--- src/rtl/four_12_12_st2_error_tx.sv ---
// Stage-2 error stream transmitter: buffers subtractor error words in a FIFO and
// drives them to the error-FIFO controller as framed bursts under ready backpressure.
module four_12_12_st2_error_tx #(
   parameter int DEPTH  = 16,
   parameter int ADDR_W = 4,
   parameter int WIDTH  = 32
) (
   input  logic              clk,
   input  logic              reset,
   input  logic [WIDTH-1:0]  error_in,
   input  logic              error_in_vld,
   output logic              error_in_rdy,
   input  logic [3:0]        error_tap_length,
   input  logic              flush,
   output logic [WIDTH-1:0]  stage_2_error,
   output logic              stage_2_error_vld,
   output logic              stage_2_error_fst,
   input  logic              stage_2_error_rdy,
   output logic [ADDR_W:0]   fifo_level,
   output logic              frame_done,
   output logic [7:0]        frames_sent
);

   // IDLE: no frame in progress (load_idx==0); MID: part-way through a frame
   typedef enum logic {IDLE, MID} frame_state_t;

   logic [WIDTH-1:0]  mem [DEPTH];
   logic [ADDR_W-1:0] wr_ptr;
   logic [ADDR_W-1:0] rd_ptr;
   logic [3:0]        load_idx;
   logic [3:0]        len_lat;
   logic              last_q;
   frame_state_t      frame_state;

   logic              wr_en;
   logic              rd_en;
   logic              accept;
   logic              load;
   logic              starting;
   logic [3:0]        eff_len;
   logic              is_last;

   // Ready is a pure function of the registered level, so a full FIFO stays
   // not-ready even in a cycle where a read frees an entry.
   assign error_in_rdy = ~fifo_level[ADDR_W];
   assign wr_en        = error_in_vld & error_in_rdy & ~flush;
   assign accept       = stage_2_error_vld & stage_2_error_rdy;
   assign load         = (fifo_level != '0) & (~stage_2_error_vld | stage_2_error_rdy);
   assign rd_en        = load & ~flush;
   assign starting     = (frame_state == IDLE);
   assign eff_len      = starting ? error_tap_length : len_lat;
   assign is_last      = (load_idx == eff_len);

   always_ff @(posedge clk) begin
      if (wr_en) begin
         mem[wr_ptr] <= error_in;
      end
   end

   // FIFO pointers, output register and framing all advance together; framing is
   // decided when a beat is loaded into the output register, not when it is accepted.
   always_ff @(posedge clk or posedge reset) begin
      if (reset) begin
         wr_ptr            <= '0;
         rd_ptr            <= '0;
         fifo_level        <= '0;
         stage_2_error     <= '0;
         stage_2_error_vld <= 1'b0;
         stage_2_error_fst <= 1'b0;
         last_q            <= 1'b0;
         load_idx          <= '0;
         len_lat           <= '0;
         frame_state       <= IDLE;
         frame_done        <= 1'b0;
         frames_sent       <= '0;
      end else if (flush) begin
         wr_ptr            <= '0;
         rd_ptr            <= '0;
         fifo_level        <= '0;
         stage_2_error_vld <= 1'b0;
         stage_2_error_fst <= 1'b0;
         last_q            <= 1'b0;
         load_idx          <= '0;
         frame_state       <= IDLE;
         frame_done        <= 1'b0;
      end else begin
         if (wr_en) begin
            wr_ptr <= wr_ptr + 1'b1;
         end
         if (rd_en) begin
            rd_ptr <= rd_ptr + 1'b1;
         end
         fifo_level  <= fifo_level + {{ADDR_W{1'b0}}, wr_en} - {{ADDR_W{1'b0}}, rd_en};
         frame_done  <= accept & last_q;
         if (accept & last_q) begin
            frames_sent <= frames_sent + 8'd1;
         end
         if (load) begin
            stage_2_error     <= mem[rd_ptr];
            stage_2_error_vld <= 1'b1;
            stage_2_error_fst <= starting;
            last_q            <= is_last;
            if (starting) begin
               len_lat <= error_tap_length;
            end
            if (is_last) begin
               load_idx    <= '0;
               frame_state <= IDLE;
            end else begin
               load_idx    <= load_idx + 4'd1;
               frame_state <= MID;
            end
         end else if (accept) begin
            stage_2_error_vld <= 1'b0;
         end
      end
   end

endmodule
--- config.mk ---
export PLATFORM = sky130hd
export DESIGN_NAME = four_12_12_st2_error_tx
export DESIGN_NICKNAME = d
export VERILOG_FILES = /design/src/rtl/four_12_12_st2_error_tx.sv
export SDC_FILE = /design/constraint.sdc
export NUM_CORES = 1
export LEC_CHECK = 0
export ABC_AREA = 1
export ABC_CLOCK_PERIOD_IN_PS = 5100
export CAP_MARGIN = 15
export CORE_MARGIN = 8
export CORE_UTILIZATION = 40
export DETAILED_ROUTE_END_ITERATION = 10
export PLACE_DENSITY = 0.65
export SKIP_CTS_REPAIR_TIMING = 1
export SLEW_MARGIN = 10
export SYNTH_ARGS = -nofsm -noshare
export SYNTH_HDL_FRONTEND = slang
export SYNTH_SLANG_ARGS = --single-unit
export TNS_END_PERCENT = 50
--- constraint.sdc ---
create_clock -name clk -period 5.1 [get_ports clk]
set_clock_uncertainty 0.1 [all_clocks]
set_input_delay 0.765 -clock clk [delete_from_list [all_inputs] [get_ports clk]]
set_output_delay 0.765 -clock clk [all_outputs]
set_load 0.01 [all_outputs]
==> results.md, run 1 <==
* Slew Viols, Final at 0
* Syn_area_per_cell at about 12 um2
* Hold slack at between 0.3 and 0.4 ns
* Sequential area share after synthesis at 0.721
* Synthesis-stage register bit count at ~580
* Comb pwr share at 0.293
* CTS sink count at around 580
* Pleak at 10.1 nW
* Highest Signal Layer: met4
* Internal power at 8.97 mW
* Psw at around 4.7 mW
* Reg power frac at 0.420
* Relative slew slack at 0.244
* Wire length per cell at ~19 um
* FP Rows at approximately 90
* Clk slew on worst S/H paths at around 0.060 ns
* H-tree levels at 2
* Largest area contributor in the netlist: edfxtp_1
* Drt first pass iters at 5
* Grt ovf at 0
* Initial Utilization at 0.402
* Initial DRC count at 1318
* Vias in the first global route at 14900
* Peak supply drop at 0.000434 V
* DR WL met2 at roughly 27000 um
* Final setup viols at 0
* PwrDens at between 500 and 600 mW/mm2
* Post-Synthesis Net Count at about 2100
* Tmin final at slightly above 3 ns
* Gpl congestion at 0.791
* Vias after detailed routing at about 15000
* Setup TNS at 0 ns
* CTS tree: built
* MaxCap Viol Count at 0
* Synth cell types at 28
* Post-route DRC violation count at 0
* Die height at about 260 um
* Clk pwr share at 0.287
* Setup crit end kind: register
* Peak Freq at roughly 0.33 GHz
* RSZ-0062 raised after global routing: false
* Placeable Area at between 0.05 and 0.06 mm2
* Net count, final at approximately 2200
* Worst min path class: register to register
* Post-DP HPWL at 29300 um
* Slew @ Worst Pin at roughly 1.1 ns
* Avg Vias per Cell at between 5 and 6
* Critical Path AT at roughly 3.5 ns
* Root Buffer: clkbuf_16
* Final hold violations at 0
* Area Overhead vs Synth at 13.8%
* Ports at 90
* Global-route wire length before repair at ~86000 um
* DRT Wirelength at ~55000 um
* Clock Tree Buf Depth at 3
* Crit-path max FO at 9
* Flop2flop setup slack at 2.22 ns
* Antenna Nets Post-Route at 0
* Total CTS buffers at 58
* Port bufs at between 80 and 90
* Worst EP required at 5.53 ns
* Synth Instances at a little over 2000
* Status: complete, no violations
* Post-synth top area share at 0.651
* Die Wd at roughly 260 um
* Ratio of final minimum period to clock period at 0.598
* Clock Latency Late Sink at roughly 0.60 ns
* Synth top area cells: edfxtp_1 65%, nand2_1 13%, nand3_1 8.5%, dfrtp_1 7.0%, buf_2 1.4%
* Crit path kind: primary input to register
* Startpoint Class: primary input
* Switching share of total power at 0.342
* Share of layout cells above drive strength 1 at 0.0622
* GRT Total Usage at 0.163
* Die area at 0.0671 mm2
* ANT cells at 0
* Metal-1 WL at about 24000 um
* Met3 wire length at around 3200 um
* Mapped cell area at around 0.024 mm2
* Number of antenna violations at the first check in global routing at 0
* Syn. warnings at 0
* Largest net degree at the start of global routing at between 200 and 250
==> cell usage in the layout (no fill, tap or decap), drive strengths merged, types with 2 or more instances in the layout <==
master	netlist	layout
nor2	18	18
edfxtp	512	512
nor3	13	13
xnor2	6	6
clkinv	1	29
buf	106	32
xor2	7	7
clkinvlp	0	2
nand2	828	828
nand4	3	3
clkbuf	10	73
a21oi	6	6
nand3	399	399
o21ai	15	15
ha	13	13
dfrtp	66	66
clkdlybuf4s50	0	89
inv	37	36
bufinv	0	2
==> metrics by stage <==
stage | util | worst slack (ns) | total power [mW] | std cells | cell area, um2
after floorplan | - | 0.935 | 8.69 | 2044 | 23600
after global placement | 0.427 | 1.43 | 9.73 | 2820 | 25100
after detailed placement | 0.427 | 1.42 | 9.81 | 2820 | 25100
after CTS | 0.457 | 2.06 | 13.7 | 2924 | 26800
after global routing | 0.458 | 1.84 | 14.5 | 2926 | 26900
final | 0.458 | 2.05 | 13.6 | 2926 | 26900
==> power groups by stage <==
stage	sequential (mW)	clock [mW]	combinational, mW
2_1_floorplan	5.71	0	2.98
3_3_place_gp	5.82	0	3.90
3_5_place_dp	5.82	0	3.99
4_1_cts	5.73	3.99	4.01
5_1_grt	5.76	4.19	4.51
6_report	5.72	3.92	3.98
==> worst max-delay path: stages <==
cell,delay [ns]
clkdlybuf4s50_1,0.77
nor2_1,0.16
inv_1,0.28
ha_1,0.29
inv_1,0.06
ha_1,0.15
inv_1,0.06
fa_1,0.38
inv_1,0.09
a21oi_1,0.07
o21bai_1,0.15
o21ai_0,0.09
a21oi_1,0.15
==> state kept, by name (all words and copies together), names as in the netlist <==
signal             count
mem                  512
stage_2_error         32
frames_sent            8
fifo_level             5
len_lat                4
load_idx               4
rd_ptr                 4
wr_ptr                 4
frame_done             1
frame_state            1
last_q                 1
stage_2_error_fst      1
stage_2_error_vld      1
==> layer usage <==
metal	global-route usage	up-vias
li1	-	7155
met1	0.216	7401
met2	0.275	449
met3	0.0248	79
met4	0.0497	0
met5	0	-
==> final timing paths <==
check | from | cells after the start | end
min in group asynchronous | reset | 2 | load_idx[3]
max in group asynchronous | reset | 3 | rd_ptr[0]
worst min-delay path | frames_sent[7] | 1 | frames_sent[7]
worst max-delay path | flush | 13 | fifo_level[4]
worst max register to register | rd_ptr[0] | 10 | stage_2_error[31]
worst min register to register | frames_sent[7] | 1 | frames_sent[7]
==> final cells by class <==
class | instances | area (um2)
Clock inverter | 31 | 200
Timing Repair Buffer | 121 | 1200
Multi-Input combinational cell | 1312 | 5780
Fill cell | 5165 | 31800
Clock buffer | 73 | 1530
Tap cell | 773 | 967
Sequential cell | 578 | 17000
Inverter | 38 | 155
==> cells in the mapped netlist <==
master and n:
xor2_1 7, or2_1 1, inv_2 2, buf_8 2
inv_1 34, nand3_1 399, ha_1 13, nor2_4 1
nand2_1 827, clkbuf_1 10, o21ai_0 15, buf_2 64
a31oi_1 1, o21bai_1 1, xnor2_1 6, nor3_1 13
a21oi_1 6, buf_4 17, nand2_2 1, nor2_1 17
fa_1 1, buf_1 3, inv_4 1, nand4_1 3
dfrtp_1 66, clkinv_1 1, edfxtp_1 512, buf_6 20
==> cell families after synthesis <==
logic type,Yosys count,synth area share
DFF,578,0.721
buffers and inverters,154,0.0380
AOI/OAI and AO/OA,23,0.00503
adders and majority gates,14,0.00774
xor gates and xnor gates,13,0.00482
and+or+nand+nor,1262,0.223
Power figures use the tool's default switching activity.
==> run 2: changes to the inputs <==
--- a/config.mk
+++ b/config.mk
@@ -6,12 +6,12 @@
 export NUM_CORES = 1
 export LEC_CHECK = 0
 export ABC_AREA = 1
-export ABC_CLOCK_PERIOD_IN_PS = 5100
+export ABC_CLOCK_PERIOD_IN_PS = 2400
 export CAP_MARGIN = 15
 export CORE_MARGIN = 8
 export CORE_UTILIZATION = 40
 export DETAILED_ROUTE_END_ITERATION = 10
-export PLACE_DENSITY = 0.65
+export PLACE_DENSITY = 0.67
 export SKIP_CTS_REPAIR_TIMING = 1
 export SLEW_MARGIN = 10
 export SYNTH_ARGS = -nofsm -noshare
==> constraint.sdc (replaced) <==
create_clock -name clk -period 2.4 [get_ports clk]
set_clock_uncertainty 0.1 [all_clocks]
set_input_delay 0.36 -clock clk [delete_from_list [all_inputs] [get_ports clk]]
set_output_delay 0.36 -clock clk [all_outputs]
set_load 0.01 [all_outputs]
==> run 2 against run 1 <==
  * Die area unchanged
  * Combinational power increased by 130%
  * Critical path type is now register to register
  * Register-to-register slack lost 2.2 ns
  * Setup slack lost 2.0 ns
==> results.md, run 2 (synthesis results as in run 1) <==
* CTS tree: built
* Gpl congestion at approximately 0.76
* Slew @ Worst Pin at between 0.6 and 0.7 ns
* Pleak at approximately 11 nW
* Port bufs at 89
* Area Overhead vs Synth at 18.7%
* Most common cell after layout, fill and taps aside: nand2_1
* Global-route wire length before repair at around 87000 um
* CP peak stage delay at about 0.37 ns
* Critical Path Source: fifo_level[2]
* Critical Path AT at 2.78 ns
* Most frequent cells in the layout: 827 x nand2_1, 512 x edfxtp_1, 398 x nand3_1
* H-tree levels at 2
* Clock Tree Buf Depth at 3
* PwrDens at roughly 1100 mW/mm2
* Root Buffer: clkbuf_16
* FP Rows at 89
* Placeable Area at just under 0.06 mm2
* Slowest stage cell, crit path: dfrtp_1
* Reg2Reg Depth at 15
* Avg Vias per Cell at between 5 and 6
* Largest regs: mem: 512 flops, stage_2_error: 32 flops, frames_sent: 8 flops
* Slew Viols, Final at 0
* Total design power at between 30 and 40 mW
* Final hold violations at 0
* Status: complete, no violations
* Peak supply drop at around 0.00066 V
* Vias in the first global route at around 15000
* FF-to-FF End: fifo_level[4]
* Total CTS buffers at 56
* Max reg flops at approximately 500
* Worst r2r src: fifo_level[2]
* Initial DRC count at roughly 1400
* Post-DP HPWL at between 30000 and 40000 um
* Tmin final at 2.34 ns
* Relative slew slack at 0.537
* Top reg by flops: mem
* Worst min path class: primary input to asynchronous set/reset pin
* Largest net degree at the start of global routing at 102
* Hold slack at between 0.01 and 0.015 ns
* Startpoint Class: register
* GRT Total Usage at 0.166
* Share of layout cells above drive strength 1 at 0.0939
* Final setup viols at 0
* Initial Utilization at 0.402
* Ratio of final minimum period to clock period at 0.974
* Die height at between 200 and 300 um
* Crit-path max FO at 2
* DRT Wirelength at 57000 um
* Antenna Nets Post-Route at 0
* Die Wd at around 260 um
* Wire length per cell at 19.1 um
* Grt ovf at 0
* Vias after detailed routing at between 15000 and 20000
* Clock Latency Late Sink at roughly 0.62 ns
* Peak Freq at between 0.4 and 0.5 GHz
* Flop2flop setup slack at ~0.062 ns
* Clk slew on worst S/H paths at around 0.06 ns
* Worst EP required at 2.84 ns
* CTS sink count at approximately 580
* Setup crit end kind: register
* Crit path kind: register to register
* Die area at 0.0671 mm2
* Net count, final at roughly 2200
* Post-route DRC violation count at 0
* Ports at 90
* CP endpoint: fifo_level[4]
* Number of antenna violations at the first check in global routing at 1
* Drt first pass iters at 5
* MaxCap Viol Count at 0
* ANT cells at 0
* CP Cell Sequence: inv_2 > ha_4 > nand3_4 > nand2_4 > nor2_4 > ha_4 > inv_4 > ha_4 > inv_2 > fa_2 > inv_2 > a21oi_2 > o21bai_1 > o21ai_1 > a21oi_1
-- run 2: routing by layer --
metal | vias up | wire (um) | global-route usage
met5 | - | 14 | 0
met3 | 106 | 4350 | 0.0316
met1 | 7520 | 24500 | 0.229
met4 | 2 | 1320 | 0.0455
met2 | 526 | 26800 | 0.266
li1 | 7272 | - | -
-- run 2: cell type report --
class / instances / area, um2
clock buffer: 71 / 1510
clock inverter: 34 / 453
fill: 5060 / 30700
inverter: 38 / 154
multi-input combinational: 1312 / 5920
sequential: 578 / 17000
tap: 773 / 967
timing repair buffer: 171 / 1990
-- run 2: worst min path at each step --
stage	to	slack (ns)	cells past startpoint
final	load_idx[3]	0.01	2
after CTS	load_idx[2]	0.009	2
after floorplan	len_lat[0]	0.34	2
after detailed placement	frames_sent[7]	0.36	1
after global placement	frames_sent[7]	0.36	1
after global routing	load_idx[2]	0.03	2
-- run 2: per-stage QoR --
stage | std cells | cell area [um2] | worst slack (ns) | utilization | TNS (ns)
floorplan | 2044 | 23700 | -0.446 | - | -69.72
global placement | 2866 | 26000 | -0.498 | 0.442 | -1.22
detailed placement | 2866 | 26000 | -0.477 | 0.442 | -4.86
CTS | 2971 | 27900 | -0.139 | 0.476 | -0.139
global route | 2977 | 28000 | -0.0358 | 0.478 | -0.0358
finish | 2977 | 28000 | 0.0623 | 0.478 | 0
-- run 2: where the power goes --
part           total (mW)  switching, mW  leakage (nW)  internal, mW
clock                9.26           3.73         0.954          5.54
sequential           12.0          0.476          5.45          11.5
combinational        9.35           5.99          4.21          3.36
total                30.6           10.2          10.6          20.4
-- run 2: critical path, delay by kind of cell (launching register included) --
kind	cells	cell delay, ns
AO/OA/AOI/OAI	4	0.46
adder cells (fa/ha/maj)	4	0.84
flip-flops	1	0.37
AND/OR/NAND/NOR	3	0.30
buffers and inverters	4	0.21
==> run 3: changes to the inputs <==
--- a/config.mk
+++ b/config.mk
@@ -8,8 +8,9 @@
 export ABC_AREA = 1
 export ABC_CLOCK_PERIOD_IN_PS = 2400
 export CAP_MARGIN = 15
-export CORE_MARGIN = 8
+export CORE_MARGIN = 2
 export CORE_UTILIZATION = 40
+export CTS_CLUSTER_SIZE = 20
 export DETAILED_ROUTE_END_ITERATION = 10
 export PLACE_DENSITY = 0.67
 export SKIP_CTS_REPAIR_TIMING = 1
==> run 3 against run 2 <==
  * The flow now finishes with violations (negative hold slack)
  * Combinational power rose by 3.0%
  * Global-route usage rose by 2.3 points
  * Utilization grew 0.14 points
  * Sequential share of layout area shrank 0.18 points
  * Cell area increased by 0.30%
  * Critical path depth fell by 1
  * Flip-flop and latch count unchanged
  * Final cell count is 0.10% higher
  * Clock power is 2% higher
  * Setup slack worse by 0.052 ns
  * Non-clock buffer count rose by 4
  * Largest cell class unchanged
==> results.md, run 3 (synthesis results as in run 1) <==
* Status: finished, violations left
* Violated checks: negative hold slack
* Reg2Reg Depth at 14
* CP endpoint: fifo_level[4]
* Ratio of final minimum period to clock period at 0.996
* Setup TNS at 0 ns
* Total design power at a little over 30 mW
* Clock Latency Late Sink at between 0.6 and 0.7 ns
* Number of antenna violations at the first check in global routing at 0
* Gpl congestion at approximately 0.77
* Global-route wire length before repair at roughly 90000 um
* Clk slew on worst S/H paths at 0.06 ns
* Wire length per cell at between 15 and 20 um
* Post-route DRC violation count at 0
* Crit path kind: register to register
* CTS tree: built
* Die Wd at 247 um
* Vias after detailed routing at 15600
* Initial DRC count at 1528
* H-tree levels at 2
* Fillers at roughly 5000
* Avg Vias per Cell at 5.24
* Post-Place Setup Slack at -0.511 ns
* Grt ovf at 0
* RSZ-0062 raised after global routing: true
* Tmin final at roughly 2.4 ns
* Root Buffer: clkbuf_16
* Area Overhead vs Synth at 19.1%
* Die height at roughly 250 um
* FP Rows at 89
* Setup crit end kind: register
* FF-to-FF End: fifo_level[4]
* Largest regs: mem: 512 flops, stage_2_error: 32 flops, frames_sent: 8 flops
* Antenna Nets Post-Route at 0
* Peak Freq at about 0.42 GHz
* Ports at 90
* Fin cells at about 3000
* Crit-path max FO at 4
* Placed Area at 0.0260 mm2
* Worst min path class: primary input to asynchronous set/reset pin
* Final setup viols at 0
* Hold slack at -0.0104 ns
* Pleak at about 11 nW
* Final hold violations at 9
* Worst r2r src: fifo_level[4]
* Critical Path AT at 2.78 ns
* Critical Path Source: fifo_level[4]
* Vias in the first global route at 15400
* DRT Wirelength at between 50000 and 60000 um
* Worst EP required at between 2 and 3 ns
* Peak supply drop at approximately 0.00075 V
* Clock Tree Buf Depth at 3
* Slew Viols, Final at 0
* Port bufs at 89
* Largest net degree at the start of global routing at 110
* MaxCap Viol Count at 0
* Startpoint Class: register
* Relative slew slack at 0.552
* Post-DP HPWL at 31600 um
* ANT cells at 0
* Top reg by flops: mem
* Most common cell after layout, fill and taps aside: nand2_1
* Placed cell count at roughly 2900
* Share of layout cells above drive strength 1 at 0.0997
* Die area at ~0.061 mm2
* Cell area after layout at 0.0281 mm2
* Net count, final at ~2200
* Slew @ Worst Pin at 0.670 ns
* Most frequent cells in the layout: 826 x nand2_1, 512 x edfxtp_1, 398 x nand3_1
* Placeable Area at 0.0587 mm2
* CTS sink count at between 500 and 600
* Max reg flops at 512
* Post-layout worst setup margin at between 0.01 and 0.015 ns
* Flop2flop setup slack at 0.01 ns
* Initial Utilization at 0.402
* PwrDens at around 1100 mW/mm2
* Total CTS buffers at 55
* Final core occ at 0.479
* Drt first pass iters at 5
* GRT Total Usage at 0.188
-- run 3: changes by cell type in the layout (fill, tap and decap cells not counted), sizes merged --
cell,delta
buf,+4
bufinv,+1
inv,+2
clkbuf,+1
clkinvlp,+1
clkinv,-6
-- run 3: worst min path at each step --
stage	from	to	slack, ns
final	reset	stage_2_error[13]	-0.01
after global routing	reset	stage_2_error[15]	0.003
after CTS	reset	stage_2_error[12]	-0.02
after detailed placement	len_lat[3]	len_lat[3]	0.37
after global placement	len_lat[0]	len_lat[0]	0.36
after floorplan	len_lat[0]	len_lat[0]	0.34
-- run 3: cell type report --
type	instances	area, um2	share of cell area
timing repair buffer	175	2040	0.0725
clock buffer	72	1540	0.0549
tap	773	967	0.0344
inverter	38	154	0.00547
sequential	578	17000	0.606
clock inverter	32	454	0.0162
multi-input combinational	1312	5920	0.211
-- run 3: report_power, final --
group | switching [mW] | internal (mW)
clock network | 3.71 | 5.72
registers | 0.439 | 11.5
logic | 6.18 | 3.46
-- run 3: worst max-delay path: stages, from the launching register on --
cell and delay (ns):
dfrtp_1 0.39, inv_2 0.11, nand2_2 0.09, nor2_2 0.17, inv_2 0.08, ha_4 0.25
inv_4 0.05, ha_4 0.13, inv_2 0.04, fa_2 0.38, inv_2 0.07, a21oi_2 0.05
o21bai_1 0.18, buf_4 0.13, a21oi_1 0.05
-- run 3: per-layer routing --
metal  GRT usage  vias up  share of wire
li1            -     7252              -
met1       0.251     7711           0.43
met2       0.313      534           0.48
met3      0.0356      109          0.065
met4      0.0574        0          0.027
met5           0        -              0
